### src/rtl/uart_pkg.sv
// Shared UART definitions.
//   uart_state_e    : transmitter FSM state encoding
//   UART_IDLE_LEVEL : line level while no frame is on the wire (mark)
package uart_pkg;

  typedef enum logic [2:0] {
    StIdle,
    StPop,
    StLoad,
    StStart,
    StData,
    StStop
  } uart_state_e;

  localparam logic UART_IDLE_LEVEL = 1'b1;

endpackage

### src/rtl/uart_baud_ctr.sv
// Bit-period counter shared by the UART transmitter and receiver.
// Counts 0..CLKS_PER_BIT-1 and wraps; tick_o marks the last cycle of a bit.
//   clk_i  : clock, rising edge
//   rst_i  : synchronous active-high reset
//   clr_i  : restart the bit period (counter back to 0 on the next edge)
//   tick_o : high while the counter sits on its last value
module uart_baud_ctr #(
  parameter int unsigned CLKS_PER_BIT = 16
) (
  input  logic clk_i,
  input  logic rst_i,
  input  logic clr_i,
  output logic tick_o
);

  localparam int unsigned CntW = (CLKS_PER_BIT > 1) ? $clog2(CLKS_PER_BIT) : 1;

  logic [CntW-1:0] cnt_q, cnt_d;

  assign tick_o = (cnt_q == CntW'(CLKS_PER_BIT - 1));

  always_comb begin
    cnt_d = cnt_q + 1'b1;
    if (clr_i || tick_o) begin
      cnt_d = '0;
    end
  end

  always_ff @(posedge clk_i) begin
    if (rst_i) begin
      cnt_q <= '0;
    end else begin
      cnt_q <= cnt_d;
    end
  end

endmodule

### src/rtl/uart_tx.sv
// UART transmitter: pops one word per frame from the TX FIFO and serialises it
// as start bit, WIDTH data bits LSB first, then STOP_BITS stop bits.
//   clk_i        : clock, rising edge
//   rst_i        : synchronous active-high reset; drops any in-flight word
//   enable_i     : allows a new frame to start (looked at only while idle)
//   fifo_empty_i : FIFO empty flag (looked at only while idle)
//   fifo_pop_o   : one-cycle pop pulse, one per frame
//   fifo_data_i  : FIFO read data, valid the cycle after the pop
//   tx_o         : serial line, idles high
//   busy_o       : high from the pop cycle through the last stop-bit cycle
module uart_tx
  import uart_pkg::*;
#(
  parameter int unsigned WIDTH        = 8,
  parameter int unsigned CLKS_PER_BIT = 16,
  parameter int unsigned STOP_BITS    = 1
) (
  input  logic             clk_i,
  input  logic             rst_i,
  input  logic             enable_i,
  input  logic             fifo_empty_i,
  output logic             fifo_pop_o,
  input  logic [WIDTH-1:0] fifo_data_i,
  output logic             tx_o,
  output logic             busy_o
);

  localparam int unsigned IdxW = (WIDTH > 1) ? $clog2(WIDTH) : 1;

  uart_state_e      state_q, state_d;
  logic [WIDTH-1:0] shift_q, shift_d;
  logic [IdxW-1:0]  bit_idx_q, bit_idx_d;
  logic             stop_cnt_q, stop_cnt_d;
  logic             tx_q, tx_d;
  logic             pop_q, pop_d;
  logic             busy_q, busy_d;
  logic             tick;
  logic             baud_clr;

  // Every state change restarts the bit period.
  assign baud_clr = (state_d != state_q);

  uart_baud_ctr #(
    .CLKS_PER_BIT(CLKS_PER_BIT)
  ) u_baud_ctr (
    .clk_i (clk_i),
    .rst_i (rst_i),
    .clr_i (baud_clr),
    .tick_o(tick)
  );

  // State register (plus datapath and registered outputs).
  always_ff @(posedge clk_i) begin
    if (rst_i) begin
      state_q    <= StIdle;
      shift_q    <= '0;
      bit_idx_q  <= '0;
      stop_cnt_q <= 1'b0;
      tx_q       <= UART_IDLE_LEVEL;
      pop_q      <= 1'b0;
      busy_q     <= 1'b0;
    end else begin
      state_q    <= state_d;
      shift_q    <= shift_d;
      bit_idx_q  <= bit_idx_d;
      stop_cnt_q <= stop_cnt_d;
      tx_q       <= tx_d;
      pop_q      <= pop_d;
      busy_q     <= busy_d;
    end
  end

  // Next-state and datapath.
  always_comb begin
    state_d    = state_q;
    shift_d    = shift_q;
    bit_idx_d  = bit_idx_q;
    stop_cnt_d = stop_cnt_q;
    case (state_q)
      StIdle: begin
        if (enable_i && !fifo_empty_i) begin
          state_d = StPop;
        end
      end
      StPop: begin
        state_d = StLoad;
      end
      StLoad: begin
        shift_d = fifo_data_i;
        state_d = StStart;
      end
      StStart: begin
        if (tick) begin
          bit_idx_d = '0;
          state_d   = StData;
        end
      end
      StData: begin
        if (tick) begin
          shift_d = shift_q >> 1;
          if (bit_idx_q == IdxW'(WIDTH - 1)) begin
            stop_cnt_d = 1'b0;
            state_d    = StStop;
          end else begin
            bit_idx_d = bit_idx_q + 1'b1;
          end
        end
      end
      StStop: begin
        if (tick) begin
          if (stop_cnt_q == 1'(STOP_BITS - 1)) begin
            state_d = StIdle;
          end else begin
            stop_cnt_d = stop_cnt_q + 1'b1;
          end
        end
      end
      default: begin
        state_d = StIdle;
      end
    endcase
  end

  // Outputs are decoded from the upcoming state so the registered copies line
  // up with the state they belong to.
  always_comb begin
    tx_d   = UART_IDLE_LEVEL;
    pop_d  = 1'b0;
    busy_d = 1'b1;
    case (state_d)
      StIdle:  busy_d = 1'b0;
      StPop:   pop_d  = 1'b1;
      StStart: tx_d   = ~UART_IDLE_LEVEL;
      StData:  tx_d   = shift_d[0];
      default: ;
    endcase
  end

  assign tx_o       = tx_q;
  assign fifo_pop_o = pop_q;
  assign busy_o     = busy_q;

endmodule

### config.mk
export PLATFORM = sky130hd
export DESIGN_NAME = uart_tx
export DESIGN_NICKNAME = d
export VERILOG_FILES = /design/src/rtl/uart_pkg.sv /design/src/rtl/uart_baud_ctr.sv /design/src/rtl/uart_tx.sv
export SDC_FILE = /design/constraint.sdc
export NUM_CORES = 1
export LEC_CHECK = 0
export BUFFER_PORTS_ARGS = -buffer_cell sky130_fd_sc_hd__buf_4
export CAP_MARGIN = 20
export CORE_MARGIN = 10
export CORE_UTILIZATION = 54
export CTS_CLUSTER_DIAMETER = 120
export DETAILED_ROUTE_END_ITERATION = 12
export MAX_ROUTING_LAYER = met4
export PLACE_DENSITY = 0.76
export SKIP_CTS_REPAIR_TIMING = 1
export SLEW_MARGIN = 20
export SYNTH_ARGS = -nofsm -noshare
export SYNTH_HDL_FRONTEND = slang
export SYNTH_SLANG_ARGS = --single-unit
### constraint.sdc
create_clock -name clk_i -period 1.9 [get_ports clk_i]
set_input_delay 0.38 -clock clk_i [delete_from_list [all_inputs] [get_ports clk_i]]
set_output_delay 0.38 -clock clk_i [all_outputs]
set_load 0.1 [all_outputs]
==> out/results.ini, run 1 <==
[synthesis]
synth_top_family_by_area = simple AND/OR/NAND/NOR gates
yosys.area_share.adder = 0.0366
synthFlopType = dfxtp_1
synthMuxAreaShare = 0.0586
synth_compound_area_frac = 0.200
synth_async_sr_flop_share = 0
ys_seq_area_frac = 0.410
synth.cell_area_sq_um = 1020
yosysWarnings = 0
syn_inst = 108
ys_types = 40
avgSynthCellArea_sq_um = 9.49
syn_nets = 123
synth-simple-area-share = 0.234
synth-xor-area-share = 0.0171
synth_edf_count = 0
ys_seq_elements = 21

[worst_setup_path]
cp_slowest_stage_delay_ns = 0.49
cp_cell_sequence = ha_1, ha_2, or4b_4, a21oi_4, mux2i_1, nor2_1
worst-r2r-cell-count = 6
cp_data_arrival_time_ns = 1.98
cp-start-kind = flop
crit_type = reg2reg
worstPathMaxFanout = 3
slowest_stage = or4b_4
cp.required_ns = 2.10
endpoint_kind = flop

[finish]
finalCoreUtilization = 0.664
design_area_sq_um = 1170
final_nets = 138
area_growth_pct = 14.3
num_antenna_cells = 0
drive_above_1_share = 0.238

[place]
placed_cell_area_sq_um = 1140
hpwl_um = 1500
gp_congestion = 0.796
place.port_buffers = 14

[sta]
timing.final.crit_period_ns = 1.79
tightest_slew_ns = 0.463
setup_violations = 0
hold_viol = 0
fin_crit_sh = 0.940
slew_headroom = 0.688
rsz0062_at_grt = no
holdWs_ns = 0.307
maxSlewViolCount = 0
fin_worst_skew_ns = 0.00908
timing.fmax_mhz = 560
tns_ns = 0

[routing]
firstDrtPassIters = 4
drc = 0
vias = 815
drt_iter0_drc = 30
drt-wirelength-per-cell_um = 13.3
antenna_left = 0
viasPerCell = 5.54
drt-total-wl_um = 1950

[floorplan]
core_sq_um = 1760
row_count = 15
die_h_um = 63.6
num_io_pins = 15
die_w_um = 63.6
initial_core_util = 0.581
die-area_sq_um = 4040

[min_path]
hold_depth = 3
holdCritPathClass = in2reg

[global_routing]
grt_use_total = 0.0974
grt_overflow_total = 0
grt_pass1_wl_um = 3220
grt_pass1_vias = 728
grt_max_degree = 18
grt_antenna_before_repair = 0

[clocking]
clock_sinks = 21
clk_pin_slew_ns = 0.11
insertion_delay_ns = 0.30
clockRootBuffer = clkbuf_4
cts-htree-levels = 1
cts_buffers = 3
cts_max_path_buffers = 2
cts_tree = yes

[power]
p_per_area_nw_per_um2 = 751
ir_drop_v = 0.000532
leakagePower_nw = 0.455

[status]
status = completed

[job]
cap_violations = 0

-- per-stage QoR --
step                      instances  setup WS, ns  total power, W
after CTS                       147        0.0509        0.000887
final                           147         0.115        0.000879
after floorplan                 108         0.184        0.000632
after detailed placement        143        0.0704        0.000678
after global placement          143         0.163        0.000673
after global routing            147        0.0111        0.000916
-- cell type report --
class	count	area, sq um
clock inverter	1	5.00
inverter	2	7.51
timing repair buffer	16	120
multi-input combinational	79	563
sequential	21	422
fill	171	593
tap	25	31.3
clock buffer	3	22.5
-- worst max-delay path, delay by kind of cell, from the launching register on --
family / cells / cell delay [ns]
flip-flops: 1 / 0.34
AND/OR/NAND/NOR: 2 / 0.54
multiplexers: 1 / 0.24
adder cells (fa/ha/maj): 2 / 0.38
AO/OA/AOI/OAI: 1 / 0.19
-- cells in the mapped netlist (2+ instances only) --
cell type  number  area [sq um]
a21oi_1         8          40.0
mux2i_1         6          60.1
nand2_1        10          37.5
nor2_1          9          33.8
a22oi_1         7          52.6
o21ai_0         2          10.0
and2_1          2          12.5
nand3_1         2          10.0
and2b_1         2          15.0
ha_1            3          37.5
nor2b_1         2          12.5
dfxtp_1        21           420
nor3b_2         2          25.0
o211a_1         2          20.0
buf_2           2          10.0
inv_1           2          7.51
nor3_1          3          15.0
-- cell families (layout without fill, tap and decap cells) --
| family | after synthesis | count (layout) |
|---|---|---|
| compound gates | 27 | 27 |
| xor+xnor | 2 | 2 |
| fa+ha+maj | 3 | 3 |
| buf+inv | 8 | 22 |
| flops | 21 | 21 |
| mux | 6 | 6 |
| simple gates | 41 | 41 |
-- layer usage --
metal | GRT usage | vias up | wire (um)
met4 | 0.0410 | 0 | 28
met1 | 0.112 | 377 | 880
li1 | - | 418 | -
met2 | 0.155 | 16 | 930
met5 | - | - | 0
met3 | 0.0283 | 4 | 109
-- worst paths after layout --
path | endpoint | startpoint | slack, ns
min | shift_q[7] | fifo_data_i[7] | 0.31
max | bit_idx_q[1] | bit_idx_q[0] | 0.11
min reg2reg | shift_q[4] | shift_q[4] | 0.46
max reg2reg | bit_idx_q[1] | bit_idx_q[0] | 0.11
-- state kept, by name (all words and copies together), names as in the netlist --
name / cells
state_q: 3
bit_idx_q: 3
busy_o: 1
tx_o: 1
u_baud_ctr.cnt_q: 4
fifo_pop_o: 1
shift_q: 8
-- layout by cell type, fill, tap and decap left out, types with 3 or more instances in the layout --
master,n
clkbuf_4,3
a22oi_1,7
dfxtp_1,20
nand2_1,10
nor2_1,9
buf_4,16
mux2i_1,6
a21oi_1,8
nor3_1,3
-- power by group --
part / leakage (nW) / switching (W) / internal (W)
Combinational: 0.266 / 0.000106 / 0.0000668
Clock: 0.0177 / 0.000133 / 0.0000783
Sequential: 0.172 / 0.0000278 / 0.000467
Total: 0.455 / 0.000266 / 0.000613
No activity file was read; power rests on OpenSTA's default activity.
==> run 2: changes to the inputs <==
--- a/config.mk
+++ b/config.mk
@@ -9,6 +9,7 @@
 export CAP_MARGIN = 20
 export CORE_MARGIN = 10
 export CORE_UTILIZATION = 54
+export CTS_BUF_LIST = sky130_fd_sc_hd__clkbuf_16
 export CTS_CLUSTER_DIAMETER = 120
 export DETAILED_ROUTE_END_ITERATION = 12
 export MAX_ROUTING_LAYER = met4
==> run 2 against run 1 <==
Compared with the run above:
- combinational power about the same
- die area unchanged
- clock-buffer cell count unchanged
- cell count unchanged
- fmax about the same
- utilization increased by 3.1 points
- critical path depth unchanged
- register-to-register slack about the same
- critical path type unchanged
==> out/results.ini, run 2 (synthesis gave the netlist of run 1 again) <==
[status]
status = completed

[sta]
slew_headroom = 0.688  ; -0.000775
timing.fmax_mhz = 560  ; about the same
timing.final.crit_period_ns = 1.79  ; +0.00117 ns
fin_crit_sh = 0.940  ; about the same
setup_violations = 0  ; unchanged
tns_ns = 0  ; unchanged
holdWs_ns = 0.358  ; +0.0511 ns
tightest_slew_ns = 0.464  ; +0.00115 ns
rsz0062_at_grt = no
fin_worst_skew_ns = 0.00364  ; -0.00543 ns
hold_viol = 0  ; unchanged
layout_setup_ws_ns = 0.114  ; -0.00117 ns
maxSlewViolCount = 0  ; unchanged

[worst_setup_path]
crit_type = reg2reg
cp-start-kind = flop
cp_cell_sequence = ha_2, ha_2, or4b_4, a21oi_4, mux2i_1, nor2_1
critPathCapture = bit_idx_q[1]
worstPathMaxFanout = 3  ; unchanged
ff2ff_setup_slack_ns = 0.11  ; about the same
cp.required_ns = 2.04  ; -0.06 ns
slowest_stage = or4b_4
cpMostUsedCell = ha_2
worstSetupStartpoint = bit_idx_q[0]
cp_data_arrival_time_ns = 1.93  ; -0.05 ns
endpoint_kind = flop
cp_slowest_stage_delay_ns = 0.53  ; +0.04 ns
rr_endpoint = bit_idx_q[1]
worst-r2r-cell-count = 6  ; unchanged
r2r_start = bit_idx_q[0]

[place]
dp_worst_setup_slack_ns = 0.0704  ; unchanged
place.port_buffers = 14  ; unchanged
gp_congestion = 0.796  ; unchanged
hpwl_um = 1500  ; unchanged

[finish]
regMostFlops = shift_q
reg_top3 = shift_q (8), u_baud_ctr.cnt_q (4)
final_cell_mix = 20 x dfxtp_1, 16 x buf_4, 10 x nand2_1
finalCoreUtilization = 0.695  ; +0.0312
area_growth_pct = 19.7
fill_cells = 157  ; -8.2%
largest_reg_flops = 8  ; unchanged
num_antenna_cells = 0  ; unchanged
drive_above_1_share = 0.246  ; +0.00820
layout_commonest_cell = dfxtp_1
final_nets = 138  ; unchanged

[floorplan]
die_w_um = 63.6  ; unchanged
die_h_um = 63.6  ; unchanged
core_sq_um = 1760  ; unchanged
num_io_pins = 15  ; unchanged
initial_core_util = 0.581  ; unchanged
die-area_sq_um = 4040  ; unchanged
row_count = 15  ; unchanged

[power]
p_seq_frac = 0.448  ; -0.116
clock_power_share = 0.395  ; +0.155
power.internal_w = 0.000817  ; +33%
leakagePower_nw = 0.475  ; +4.4%
p_sw_frac = 0.260  ; -0.0431
p_comb_frac = 0.156  ; -0.040
switching_power_w = 0.000287  ; +7.7%
p_per_area_nw_per_um2 = 900  ; +20%
ir_drop_v = 0.000525  ; -1.4%

[global_routing]
grt_antenna_before_repair = 0  ; unchanged
grt_overflow_total = 0  ; unchanged
grt_max_degree = 18  ; unchanged
grt_use_total = 0.101  ; +0.00370
grt_pass1_vias = 733  ; +0.69%
grt_pass1_wl_um = 3280  ; +1.9%

[clocking]
cts-htree-levels = 1  ; unchanged
insertion_delay_ns = 0.25  ; -0.05 ns
cts_max_path_buffers = 2  ; unchanged
clockRootBuffer = clkbuf_16
cts_tree = yes
clk_pin_slew_ns = 0.05  ; -0.06 ns
clock_sinks = 21  ; unchanged
cts_buffers = 3  ; unchanged

[min_path]
hold_depth = 3  ; unchanged
holdCritPathClass = in2reg

[routing]
drt-total-wl_um = 1970  ; +1.1%
viasPerCell = 5.52  ; -0.37%
drc = 0  ; unchanged
antenna_left = 0  ; unchanged
drt_iter0_drc = 31  ; +3.3%
firstDrtPassIters = 4  ; unchanged
drt-wirelength-per-cell_um = 13.4  ; +1.1%
vias = 812  ; -0.37%

[job]
cap_violations = 0  ; unchanged

[run 2: cell counts in the layout (fill, tap and decap cells not counted)]
No cell type changed its count.
[run 2: cell type report]
| type | instances | area, sq um | area share |
|---|---|---|---|
| Tap cell | 25 | 31.3 | 0.0255 |
| Inverter | 2 | 7.51 | 0.00612 |
| Sequential cell | 21 | 422 | 0.344 |
| Clock buffer | 3 | 75.1 | 0.0612 |
| Timing Repair Buffer | 16 | 120 | 0.0980 |
| Multi-Input combinational cell | 79 | 566 | 0.461 |
| Clock inverter | 1 | 5.00 | 0.00408 |
[run 2: how the worst min path moves through the flow]
stage / startpoint / endpoint / slack [ns]
floorplan: u_baud_ctr.cnt_q[0] / u_baud_ctr.cnt_q[0] / 0.43
global placement: shift_q[5] / shift_q[5] / 0.44
detailed placement: shift_q[4] / shift_q[4] / 0.45
CTS: fifo_data_i[7] / shift_q[7] / 0.36
global route: fifo_data_i[7] / shift_q[7] / 0.40
finish: fifo_data_i[7] / shift_q[7] / 0.36
[run 2: through the flow]
step                      cell area (sq um)  std cells  power, W
after floorplan                        1020        108  0.000632
after global placement                 1140        143  0.000673
after detailed placement               1140        143  0.000678
after CTS                              1220        147   0.00111
after global routing                   1230        147   0.00114
final                                  1230        147   0.00110
[run 2: metal layers]
layer	up-vias	global-route usage	wire, um
met5	-	-	0
met4	0	0.0410	46
met3	6	0.0424	120
met2	15	0.160	941
met1	375	0.110	862
li1	416	-	-
[run 2: worst max-delay path: cells and delay by family, from the launching register on]
family          cells  cell delay, ns
compound gates      1            0.20
fa+ha+maj           2            0.35
flops               1            0.32
mux                 1            0.23
simple gates        2            0.58
[run 2: power by group through the flow]
| stage | combinational [W] | clock (W) | sequential [W] |
|---|---|---|---|
| finish | 0.000173 | 0.000436 | 0.000495 |
| global route | 0.000185 | 0.000458 | 0.000501 |
| CTS | 0.000173 | 0.000442 | 0.000495 |
| detailed placement | 0.000173 | 0 | 0.000505 |
| global placement | 0.000169 | 0 | 0.000503 |
| floorplan | 0.0000932 | 0 | 0.000539 |
==> run 3: changes to the inputs <==
--- a/config.mk
+++ b/config.mk
@@ -8,12 +8,12 @@
 export BUFFER_PORTS_ARGS = -buffer_cell sky130_fd_sc_hd__buf_4
 export CAP_MARGIN = 20
 export CORE_MARGIN = 10
-export CORE_UTILIZATION = 54
+export CORE_UTILIZATION = 55
 export CTS_BUF_LIST = sky130_fd_sc_hd__clkbuf_16
 export CTS_CLUSTER_DIAMETER = 120
 export DETAILED_ROUTE_END_ITERATION = 12
 export MAX_ROUTING_LAYER = met4
-export PLACE_DENSITY = 0.76
+export PLACE_DENSITY = 0.77
 export SKIP_CTS_REPAIR_TIMING = 1
 export SLEW_MARGIN = 20
 export SYNTH_ARGS = -nofsm -noshare
==> constraint.sdc (replaced) <==
create_clock -name clk_i -period 2.1 [get_ports clk_i]
set_input_delay 0.42 -clock clk_i [delete_from_list [all_inputs] [get_ports clk_i]]
set_output_delay 0.42 -clock clk_i [all_outputs]
set_load 0.1 [all_outputs]
==> run 3 against run 2 <==
Compared with the run above:
- clock-buffer cell count stayed put
- first-iteration DRC count is 3.2% lower
- largest power group unchanged
- global-route usage is 0.28 points lower
- largest cell class unchanged
- combinational power is 9% lower
- setup slack better by 0.16 ns
- wire length is 3.9% lower
- cell count stayed put
==> out/results.ini, run 3 (synthesis gave the netlist of run 1 again) <==
[routing]
firstDrtPassIters = 4  ; unchanged
viasPerCell = 5.56  ; +0.62%
drc = 0  ; unchanged
drt-wirelength-per-cell_um = 12.9  ; -3.9%
antenna_left = 0  ; unchanged
drt_iter0_drc = 30  ; -3.2%
vias = 817  ; +0.62%
drt-total-wl_um = 1890  ; -3.9%

[finish]
largest_reg_flops = 8  ; unchanged
finalCoreUtilization = 0.699  ; +0.00389
final_nets = 138  ; unchanged
fill_cells = 133  ; -15%
area_growth_pct = 19.0
reg_top3 = shift_q (8), u_baud_ctr.cnt_q (4)
regMostFlops = shift_q
final_cells = 147  ; unchanged
layout_commonest_cell = dfxtp_1
num_antenna_cells = 0  ; unchanged
drive_above_1_share = 0.221  ; -0.0246
final_cell_mix = 21 x dfxtp_1, 16 x buf_4, 10 x nand2_1

[sta]
slew_headroom = 0.678  ; -0.00935
hold_viol = 0  ; unchanged
rsz0062_at_grt = no
tightest_slew_ns = 0.478  ; +0.0139 ns
fin_worst_skew_ns = 0.00105  ; -0.00260 ns
maxSlewViolCount = 0  ; unchanged
tns_ns = 0  ; unchanged
timing.fmax_mhz = 547  ; -2.3%
timing.final.crit_period_ns = 1.83  ; +0.0414 ns
fin_crit_sh = 0.870  ; -0.0698
setup_violations = 0  ; unchanged

[floorplan]
die-area_sq_um = 3990  ; -1.2%
initial_core_util = 0.587  ; +0.00625
die_h_um = 63.2  ; -0.62%
row_count = 15  ; unchanged
num_io_pins = 15  ; unchanged
core_sq_um = 1750  ; -1.1%
die_w_um = 63.2  ; -0.62%

[clocking]
cts_buffers = 3  ; unchanged
clockRootBuffer = clkbuf_16
cts_max_path_buffers = 2  ; unchanged
clk_pin_slew_ns = 0.05  ; about the same
clock_sinks = 21  ; unchanged
insertion_delay_ns = 0.25  ; about the same
cts_tree = yes
cts-htree-levels = 1  ; unchanged

[global_routing]
grt_antenna_before_repair = 0  ; unchanged
grt_pass1_wl_um = 3220  ; -2.1%
grt_max_degree = 18  ; unchanged
grt_overflow_total = 0  ; unchanged
grt_pass1_vias = 725  ; -1.1%
grt_use_total = 0.0983  ; -0.00284

[place]
gp_congestion = 0.804  ; +0.94%
dp_cells = 143  ; unchanged
place.port_buffers = 14  ; unchanged
hpwl_um = 1400  ; -6.7%

[power]
finalPower_w = 0.000991  ; -10%
leakagePower_nw = 0.481  ; +1.2%
ir_drop_v = 0.000495  ; -5.7%
p_per_area_nw_per_um2 = 813  ; -9.8%

[worst_setup_path]
cp.required_ns = 2.24  ; +0.20 ns
ff2ff_setup_slack_ns = 0.27  ; +0.16 ns
crit_type = reg2reg
worstPathMaxFanout = 3  ; unchanged
endpoint_kind = flop
cp-start-kind = flop
cp_data_arrival_time_ns = 1.96  ; +0.03 ns

[status]
status = completed

[job]
cap_violations = 0  ; unchanged

[min_path]
holdCritPathClass = in2reg

run 3: layer usage:
layer | routed length (um) | GRT usage | up-vias
li1 | - | - | 417
met1 | 883 | 0.116 | 381
met2 | 893 | 0.146 | 15
met3 | 91 | 0.0371 | 4
met4 | 24 | 0.0419 | 0
met5 | 0 | - | -
run 3: worst paths after layout:
kind,from,to,depth (start not counted)
setup / recovery,bit_idx_q[0],bit_idx_q[0],6
hold / removal,fifo_data_i[7],shift_q[7],3
setup reg to reg,bit_idx_q[0],bit_idx_q[0],6
hold reg to reg,shift_q[6],shift_q[6],2
run 3: power by group:
group | switching [W] | internal, W
Clock | 0.000132 | 0.000255
Sequential | 0.0000235 | 0.000424
Combinational | 0.0000969 | 0.0000605
Total | 0.000252 | 0.000739
run 3: per-stage QoR:
step	instance area [sq um]	setup slack [ns]	hold slack, ns
finish	1220	0.272	0.405
global route	1220	0.204	0.443
CTS	1220	0.254	0.410
detailed placement	1140	0.267	0.448
global placement	1140	0.360	0.442
floorplan	1020	0.384	0.432
run 3: cell type report:
cell class              count  area [sq um]  share of cell area
well taps                  25          31.3              0.0256
flip-flops and latches     21           420               0.345
clock buffers               3          75.1              0.0615
multi-input cells          79           561               0.459
clock inverters             1          5.00             0.00410
inverters                   2          7.51             0.00615
repair buffers             16           120              0.0985
run 3: critical path, stage by stage (launching register included):
cell and delay (ns):
dfxtp_1 0.33, ha_1 0.20, ha_1 0.19, or4b_4 0.50
a21oi_4 0.21, mux2i_1 0.23, nor2_1 0.06
